$ cat config.mk
export PLATFORM = sky130hd
export DESIGN_NAME = vga_vram_arbiter
export DESIGN_NICKNAME = d
export VERILOG_FILES = /design/src/rtl/vga_vram_pkg.sv /design/src/rtl/vga_pix_addr_gen.sv /design/src/rtl/vga_vram_arbiter.sv
export SDC_FILE = /design/constraint.sdc
export NUM_CORES = 1
export LEC_CHECK = 0
export ABC_CLOCK_PERIOD_IN_PS = 5060
export CAP_MARGIN = 25
export CORE_MARGIN = 2
export CORE_UTILIZATION = 44
export CTS_CLUSTER_SIZE = 25
export DETAILED_ROUTE_END_ITERATION = 8
export GPL_TIMING_DRIVEN = 0
export PLACE_DENSITY = 0.87
export SYNTH_ARGS = -nofsm -noshare
export SYNTH_HDL_FRONTEND = slang
export SYNTH_SLANG_ARGS = --single-unit
$ cat constraint.sdc
create_clock -name clk -period 5.06 [get_ports clk]
set_input_delay 0.506 -clock clk [delete_from_list [all_inputs] [get_ports clk]]
set_output_delay 0.506 -clock clk [all_outputs]
set_load 0.005 [all_outputs]
$ cat src/rtl/vga_vram_pkg.sv
`default_nettype none
// ---------------------------------------------------------------------------
// Module : vga_vram_pkg
// Brief  : Shared FSM type and default display geometry for the VRAM arbiter.
// Rev    : 1.0
// ---------------------------------------------------------------------------
package vga_vram_pkg;

  localparam int c_addr_w = 19;
  localparam int c_data_w = 12;
  localparam int c_h_disp = 640;
  localparam int c_v_disp = 480;

  typedef enum logic [1:0] {
    ARB      = 2'd0,
    CPU_DATA = 2'd1,
    CPU_ACK  = 2'd2
  } arb_state_t;

endpackage
`default_nettype wire

$ cat src/rtl/vga_pix_addr_gen.sv
`default_nettype none
// ---------------------------------------------------------------------------
// Module : vga_pix_addr_gen
// Brief  : Visible-area qualifier and linear VRAM address for the current pixel.
// Rev    : 1.0
// ---------------------------------------------------------------------------
module vga_pix_addr_gen
  import vga_vram_pkg::*;
#(
  parameter int ADDR_W = c_addr_w,
  parameter int H_DISP = c_h_disp,
  parameter int V_DISP = c_v_disp
) (
  input  logic              vga_valid,
  input  logic [10:0]       h_count,
  input  logic [10:0]       v_count,
  output logic              in_range,
  output logic [ADDR_W-1:0] pix_addr
);

  localparam int          c_prod_w = (ADDR_W > 22) ? ADDR_W : 22;
  localparam logic [10:0] c_h_lim  = 11'(H_DISP);
  localparam logic [10:0] c_v_lim  = 11'(V_DISP);

  logic [c_prod_w-1:0] w_v_ext;
  logic [c_prod_w-1:0] w_row_base;
  logic [c_prod_w-1:0] w_sum;

  assign w_v_ext = c_prod_w'(v_count);

  // 640 = 512 + 128, so the row base is two shifted copies of v_count.
  generate
    if (H_DISP == 640) begin : g_shift_add
      assign w_row_base = (w_v_ext << 9) + (w_v_ext << 7);
    end else begin : g_mult
      assign w_row_base = w_v_ext * c_prod_w'(H_DISP);
    end
  endgenerate

  assign w_sum    = w_row_base + c_prod_w'(h_count);
  assign pix_addr = w_sum[ADDR_W-1:0];
  assign in_range = vga_valid && (h_count < c_h_lim) && (v_count < c_v_lim);

endmodule
`default_nettype wire

$ cat src/rtl/vga_vram_arbiter.sv
`default_nettype none
// ---------------------------------------------------------------------------
// Module : vga_vram_arbiter
// Brief  : Shares one single-port VRAM between display fetch and a CPU port.
// Rev    : 1.0
// ---------------------------------------------------------------------------
module vga_vram_arbiter
  import vga_vram_pkg::*;
#(
  parameter int ADDR_W     = c_addr_w,
  parameter int DATA_W     = c_data_w,
  parameter int H_DISP     = c_h_disp,
  parameter int V_DISP     = c_v_disp,
  parameter int STARVE_MAX = 8
) (
  input  logic              clk,
  input  logic              rst,
  input  logic              pix_en,
  input  logic              vga_valid,
  input  logic [10:0]       h_count,
  input  logic [10:0]       v_count,
  output logic [DATA_W-1:0] disp_data,
  output logic              disp_valid,
  output logic              disp_underrun,
  input  logic              cpu_req,
  input  logic              cpu_we,
  input  logic [ADDR_W-1:0] cpu_addr,
  input  logic [DATA_W-1:0] cpu_wdata,
  output logic              cpu_ack,
  output logic [DATA_W-1:0] cpu_rdata,
  output logic              mem_en,
  output logic              mem_we,
  output logic [ADDR_W-1:0] mem_addr,
  output logic [DATA_W-1:0] mem_wdata,
  input  logic [DATA_W-1:0] mem_rdata
);

  localparam logic [7:0] c_starve_last = 8'(STARVE_MAX - 1);

  logic              w_in_range;
  logic [ADDR_W-1:0] w_pix_addr;
  logic              w_slot;
  logic              w_cpu_grant;
  logic              w_disp_fetch;

  arb_state_t        r_state;
  logic [7:0]        r_starve_cnt;
  logic              r_p1_valid;
  logic              r_p1_fetch;
  logic              r_p1_under;
  logic [DATA_W-1:0] r_disp_data;
  logic              r_disp_valid;
  logic              r_disp_underrun;
  logic              r_cpu_ack;
  logic [DATA_W-1:0] r_cpu_rdata;

  vga_pix_addr_gen #(
    .ADDR_W (ADDR_W),
    .H_DISP (H_DISP),
    .V_DISP (V_DISP)
  ) u_pix_addr_gen (
    .vga_valid (vga_valid),
    .h_count   (h_count),
    .v_count   (v_count),
    .in_range  (w_in_range),
    .pix_addr  (w_pix_addr)
  );

  assign w_slot       = pix_en & w_in_range;
  // The CPU only ever wins from ARB: on a free cycle, or by stealing a slot once starved.
  assign w_cpu_grant  = (r_state == ARB) & cpu_req & (~w_slot | (r_starve_cnt == c_starve_last));
  assign w_disp_fetch = w_slot & ~w_cpu_grant;

  assign mem_en = rst & (w_cpu_grant | w_disp_fetch);
  assign mem_we = rst & w_cpu_grant & cpu_we;

  always_comb begin
    mem_addr  = '0;
    mem_wdata = '0;
    if (rst && w_cpu_grant) begin
      mem_addr  = cpu_addr;
      mem_wdata = cpu_wdata;
    end else if (rst && w_disp_fetch) begin
      mem_addr  = w_pix_addr;
    end
  end

  always_ff @(posedge clk or negedge rst) begin
    if (!rst) begin
      r_state         <= ARB;
      r_starve_cnt    <= 8'd0;
      r_p1_valid      <= 1'b0;
      r_p1_fetch      <= 1'b0;
      r_p1_under      <= 1'b0;
      r_disp_data     <= '0;
      r_disp_valid    <= 1'b0;
      r_disp_underrun <= 1'b0;
      r_cpu_ack       <= 1'b0;
      r_cpu_rdata     <= '0;
    end else begin
      r_p1_valid      <= pix_en;
      r_p1_fetch      <= w_disp_fetch;
      r_p1_under      <= w_slot & w_cpu_grant;
      r_disp_valid    <= r_p1_valid;
      r_disp_underrun <= r_p1_under;
      // A stolen slot keeps the previous pixel; a blank pixel shows black.
      if (r_p1_fetch) begin
        r_disp_data <= mem_rdata;
      end else if (r_p1_valid && !r_p1_under) begin
        r_disp_data <= '0;
      end

      r_cpu_ack <= 1'b0;
      case (r_state)
        ARB: begin
          if (w_cpu_grant) begin
            r_state      <= CPU_DATA;
            r_starve_cnt <= 8'd0;
          end else if (w_disp_fetch && cpu_req) begin
            r_starve_cnt <= r_starve_cnt + 8'd1;
          end
        end
        CPU_DATA: begin
          r_cpu_rdata <= mem_rdata;
          r_cpu_ack   <= 1'b1;
          r_state     <= CPU_ACK;
        end
        CPU_ACK: r_state <= ARB;
        default: r_state <= ARB;
      endcase
    end
  end

  assign disp_data     = r_disp_data;
  assign disp_valid    = r_disp_valid;
  assign disp_underrun = r_disp_underrun;
  assign cpu_ack       = r_cpu_ack;
  assign cpu_rdata     = r_cpu_rdata;

endmodule
`default_nettype wire
# Word level (Yosys, flattened, before mapping)
# Cells that the tools add are included.
[classes]
n_eq_ne = 3
bitwise_logic = 12
reduce_logical = 11
add_sub_neg = 3
n_mul = 0
n_div = 0
shift = 0
n_mux = 10
magnitude_cmp = 2
[op_table]
columns = ["operator", "count"]
rows = [
  ["2-to-1 mux 19 bit", 2],
  ["2-to-1 mux 12 bit", 3],
  ["adder 19 x 11 -> 19 bit", 1],
  ["adder 19 x 18 -> 19 bit", 1],
  ["2-to-1 mux 8 bit", 2],
  ["< comparator 11 x 10 -> 1 bit, second input constant", 1],
  ["< comparator 11 x 9 -> 1 bit, second input constant", 1],
  ["adder 8 x 1 -> 8 bit, second input constant", 1],
  ["AND 1 bit", 8],
  ["== test 8 x 3 -> 1 bit, second input constant", 1],
  ["logical AND 1 bit", 6],
  ["one-hot mux 2 bit (2 select lines)", 1],
  ["nonzero test 2 bit", 2],
  ["== test 2 x 1 -> 1 bit, second input constant", 1],
  ["logical NOT 2 bit", 1],
  ["2-to-1 mux 2 bit", 1],
  ["inequality test 2 bit, second input constant", 1],
  ["NOT 1 bit", 2],
  ["OR 1 bit", 2],
  ["AND reduction 2 bit", 1],
  ["logical NOT 1 bit", 1],
  ["2-to-1 mux 1 bit", 1],
]
[word_totals]
register_bits = 40
latch_bits = 0
memories = 0
romBits = 0
wordCells = 51
ramBits = 0

# Depth between registers and ports, before layout
[logic_depth]
depth_word = 12
depth_mapped = 9

# By module
# Synthesis repeated with hierarchy kept, for this count alone.
[unflattened]
cells_unflattened = 302
hier_area_um2 = 2765.2
[by_module_without_submodules]
columns = ["module", "area_each_um2", "instances", "seq_area_each_um2", "cells_per_inst"]
rows = [
  ["vga_vram_arbiter", 2045.7, 1, 1001.0, 219],
  ["vga_pix_addr_gen", 719.4, 1, 0.0, 83],
]

# Worst setup path before layout
# Ideal clock, no wire load.
[synth_timing]
path_kind = "input to output"
startpoint = "in h_count[9]"
endpoint = "out mem_addr[18]"
slack_ns = 2.017
arrival_time_ns = 2.537
required_time_ns = 4.554
cell_stages = 8
cell_sequence = "inv_1 > fa_1 > fa_1 > nor2b_1 > o2111ai_1 > a211o_1 > a211o_1 > o211ai_1"
[synth_between]
elab_chain_len = 12
elab_cells_between_ends = 14
cone_classes = "add/sub (1); order compare (1); mux (2); bitwise (6); reduce/logical (4)"
[synth_lines]
columns = ["item", "line", "source"]
rows = [
  ["start, declared", "vga_vram_arbiter.sv:20", "input logic [10:0] h_count,"],
  ["< comparator 11 x 10 -> 1 bit", "vga_pix_addr_gen.sv:42", "assign in_range = vga_valid && (h_count < c_h_lim) && (v_count < c_v_lim);"],
  ["logical AND 1 bit (2 in a row)", "vga_pix_addr_gen.sv:42", ""],
  ["AND 1 bit", "vga_vram_arbiter.sv:69", "assign w_slot = pix_en & w_in_range;"],
  ["NOT 1 bit", "vga_vram_arbiter.sv:71", "assign w_cpu_grant = (r_state == ARB) & cpu_req & (~w_slot | (r_starve_cnt == c_starve_last));"],
  ["OR 1 bit", "vga_vram_arbiter.sv:71", ""],
  ["AND 1 bit", "vga_vram_arbiter.sv:71", ""],
  ["NOT 1 bit", "vga_vram_arbiter.sv:72", "assign w_disp_fetch = w_slot & ~w_cpu_grant;"],
  ["AND 1 bit", "vga_vram_arbiter.sv:72", ""],
  ["logical AND 1 bit", "vga_vram_arbiter.sv:83", "end else if (rst && w_disp_fetch) begin"],
  ["2-to-1 mux 19 bit", "vga_vram_arbiter.sv:83", ""],
  ["2-to-1 mux 19 bit (*)", "vga_vram_arbiter.sv:80", "if (rst && w_cpu_grant) begin"],
  ["end, declared", "vga_vram_arbiter.sv:33", "output logic [ADDR_W-1:0] mem_addr,"],
]
# Every way passes the cells marked *; elsewhere a longest branch is shown, timed or not.

# Worst setup path after layout
[layout_timing]
startpoint = "in v_count[0]"
endpoint = "out mem_addr[18]"
[layout_between]
elab_chain_len = 11
elab_cells_between_ends = 14
cone_classes = "add/sub (2); order compare (1); mux (2); bitwise (6); reduce/logical (3)"
[layout_lines]
columns = ["item", "line", "source"]
rows = [
  ["start, declared", "vga_vram_arbiter.sv:21", "input logic [10:0] v_count,"],
  ["parallel branches: the longest is 10 deep, another holds adder 19 x 18 -> 19 bit", "--", ""],
  ["2-to-1 mux 19 bit (*)", "vga_vram_arbiter.sv:80", ""],
]
# Mark *: on every way between the ends.

==> impl_metrics.tcl <==
set metrics [dict create \
    status "finished, final reports clean" \
    crit_chain "clkdlybuf4s50_1, inv_1, fa_1, fa_1, nor2b_1, o2111ai_1, a211o_1, a211o_1, o211ai_1, clkdlybuf4s50_1" \
    finalCritPeriodShare_pct 86.59 \
    start_util_pct 44.94 \
    relSlewSlack_pct 41.77 \
    dp_hpwl_mm 6.320 \
    clock_path_buffers 2 \
    maxCapViolCount 0 \
    port_buffers 130 \
    die_height_um 81.08 \
    grt_max_degree 42 \
    die_area_um2 6573 \
    fin_skew_ns 0.006370 \
    place_ws_ns 0.7059 \
    crit_path_start "v_count[0]" \
    ys.flop_type "dfrtp_1" \
    drc_errors 0 \
    synth_top_area_share_pct 38.30 \
    antenna_left 0 \
    antenna_found_initial 0 \
    max_clock_freq_ghz 0.2282 \
    ys_seq_area_share_pct 38.30 \
    holdWs_ns 0.3220 \
    tritoncts "yes" \
    cpMaxStageDelayCell "clkdlybuf4s50_1" \
    synth.avg_cell_area_um2 8.982 \
    finalNetCount 522 \
    drive_gt1_share_pct 5.594 \
    clkTransAtPathRegs_ns 0.08 \
    seq_area_um2 1001 \
    grt_util_all_layers_pct 24.85 \
    hp-class "input port to asynchronous set/reset pin" \
    netlist-cell-type-count 48 \
    max-vdd-ir-drop_mv 0.2300 \
    final_common_cell "clkdlybuf4s50_1" \
    required_ns 4.55 \
    cp-start-kind "input port" \
    firstDrtPassIters 4 \
    regToRegSetupSlack_ns 3.18 \
    gp_congestion 0.9466 \
    worstPathArrival_ns 3.88 \
    cts_buffers 5 \
    rsz0062_at_grt "no" \
    nFillCells 472 \
    powerDensity_nw_per_um2 243.6 \
    async_reset_ff_share_pct 100.0 \
    overflow 0 \
    most-common-layout-cells "129 x clkdlybuf4s50_1, 49 x nand2_1, 40 x dfrtp_1, 20 x ha_1, 19 x nor2_1" \
    worstSetupEndpointType "output pin" \
    drt-initial-drc-count 134 \
    viasPerCell 5.508 \
    ys_ff_latch 40 \
    htree_levels 2 \
    synth_fp_nets 385 \
    yosys-top-cells-area "dfrtp_1 38%, ha_1 9.6%, nand2_1 7.0%, a22o_1 4.4%, and3_1 3.6%" \
    hold_viol 0 \
    clockRootBuffer "clkbuf_8" \
    reg2reg_from "r_starve_cnt[4]" \
    grt_pass1_wl_mm 12.50 \
    post_cts_resized 0 \
    post_cts_buffers 0 \
    grt_pass1_vias 2772 \
    fp-row-count 28 \
    ioPinCount 131 \
    multiInputGateArea_um2 1456 \
    wl_per_cell_um 15.76 \
    core_area_um2 5816 \
    syn_area_um2 2614 \
    slowest_delay_ns 0.53 \
    syn2layout_area_growth_pct 57.83 \
    totalWireLength_mm 7.945 \
    holdBufCountCts 0 \
    setup_viol 0 \
    syn_inst 291 \
    synth_edf_count 0 \
    yosysTopAreaCell "dfrtp_1" \
    num_antenna_cells 0 \
    crit_type "input port to output pin" \
    worstPathMaxFanout 4 \
    final.setup.tns_ns 0 \
    synth_warnings 0 \
    drv_slew 0 \
    p_leak_nw 1.882 \
    die_w_um 81.08 \
    clock_latency_ns 0.30 \
    period_minus_slack_ns 4.381 \
    cts.sinks 40 \
    tightestPinTransition_ns 0.8735 \
    finalWorstSetupSlack_ns 0.6788 \
    dr_total_vias 2776 \
]
## synthesized netlist by cell type (2+ instances only)
library cell / number
inv_1: 17
nor3_1: 3
a22o_1: 13
a21oi_1: 11
nand4_1: 2
buf_2: 2
ha_1: 20
or3_1: 2
a22oi_1: 10
o211ai_1: 3
clkbuf_1: 7
nor2_1: 19
a211o_1: 2
xor2_1: 5
o21ai_0: 14
o2111ai_1: 3
nand3_1: 15
nand2_1: 49
a21o_1: 4
dfrtp_1: 40
fa_1: 3
buf_6: 4
and2_1: 3
and3b_1: 2
and3_1: 15
## worst paths after layout
kind / cells after the start / endpoint
setup / recovery: 10 / mem_addr[18]
max in group asynchronous: 1 / cpu_rdata[1]
setup reg to reg: 6 / r_starve_cnt[7]
hold reg to reg: 0 / disp_underrun
min in group clk: 0 / disp_underrun
hold / removal: 1 / cpu_rdata[5]
## per-stage QoR
| step | total power, mW | area [um2] | utilization, % | instances |
|---|---|---|---|---|
| 2_1_floorplan | 0.5286 | 2614 | - | 291 |
| 3_3_place_gp | 0.7195 | 4009 | 68.93 | 496 |
| 3_5_place_dp | 0.7346 | 4004 | 68.85 | 496 |
| 4_1_cts | 1.010 | 4125 | 70.93 | 504 |
| 5_1_grt | 1.063 | 4125 | 70.93 | 504 |
| 6_report | 1.005 | 4125 | 70.93 | 504 |
## critical path: cells and delay by family
| family | cells | cell delay [ns] |
|---|---|---|
| compound gates | 4 | 1.01 |
| fa+ha+maj | 2 | 1.00 |
| simple gates | 1 | 0.21 |
| buf+inv | 3 | 1.14 |
## area by class of cell
| type | count | share of cell area, % |
|---|---|---|
| Sequential cell | 40 | 24.26 |
| Timing Repair Buffer | 130 | 31.42 |
| Buffer | 14 | 2.153 |
| Inverter | 18 | 1.638 |
| Multi-Input combinational cell | 219 | 35.30 |
| Tap cell | 75 | 2.275 |
| Clock buffer | 6 | 2.002 |
| Clock inverter | 2 | 0.9402 |
## sequential cells by signal (all words and copies together), names as in the netlist
register	cells
r_state	2
cpu_rdata	12
cpu_ack	1
r_p1_valid	1
r_p1_fetch	1
disp_valid	1
disp_underrun	1
r_starve_cnt	8
disp_data	12
r_p1_under	1
## logic make-up after synthesis
group / synth area share [%]
compound gates: 18.81
xor+xnor: 2.011
fa+ha+maj: 11.87
buf+inv: 5.984
flops: 38.30
simple gates: 23.03
## routing by layer
layer | up-vias | track usage (%) | share of wire [%]
met4 | 0 | 11.53 | 3.2
met3 | 23 | 5.778 | 7.7
met2 | 133 | 43.55 | 50
met1 | 1311 | 28.64 | 39
met5 | - | 0 | 0
li1 | 1309 | - | -
## report_power, final
group	internal (mW)	switching (mW)
sequential	0.357	0.0210
combinational	0.194	0.157
clock	0.161	0.114
Note: power is estimated with default switching activity, not from simulation.
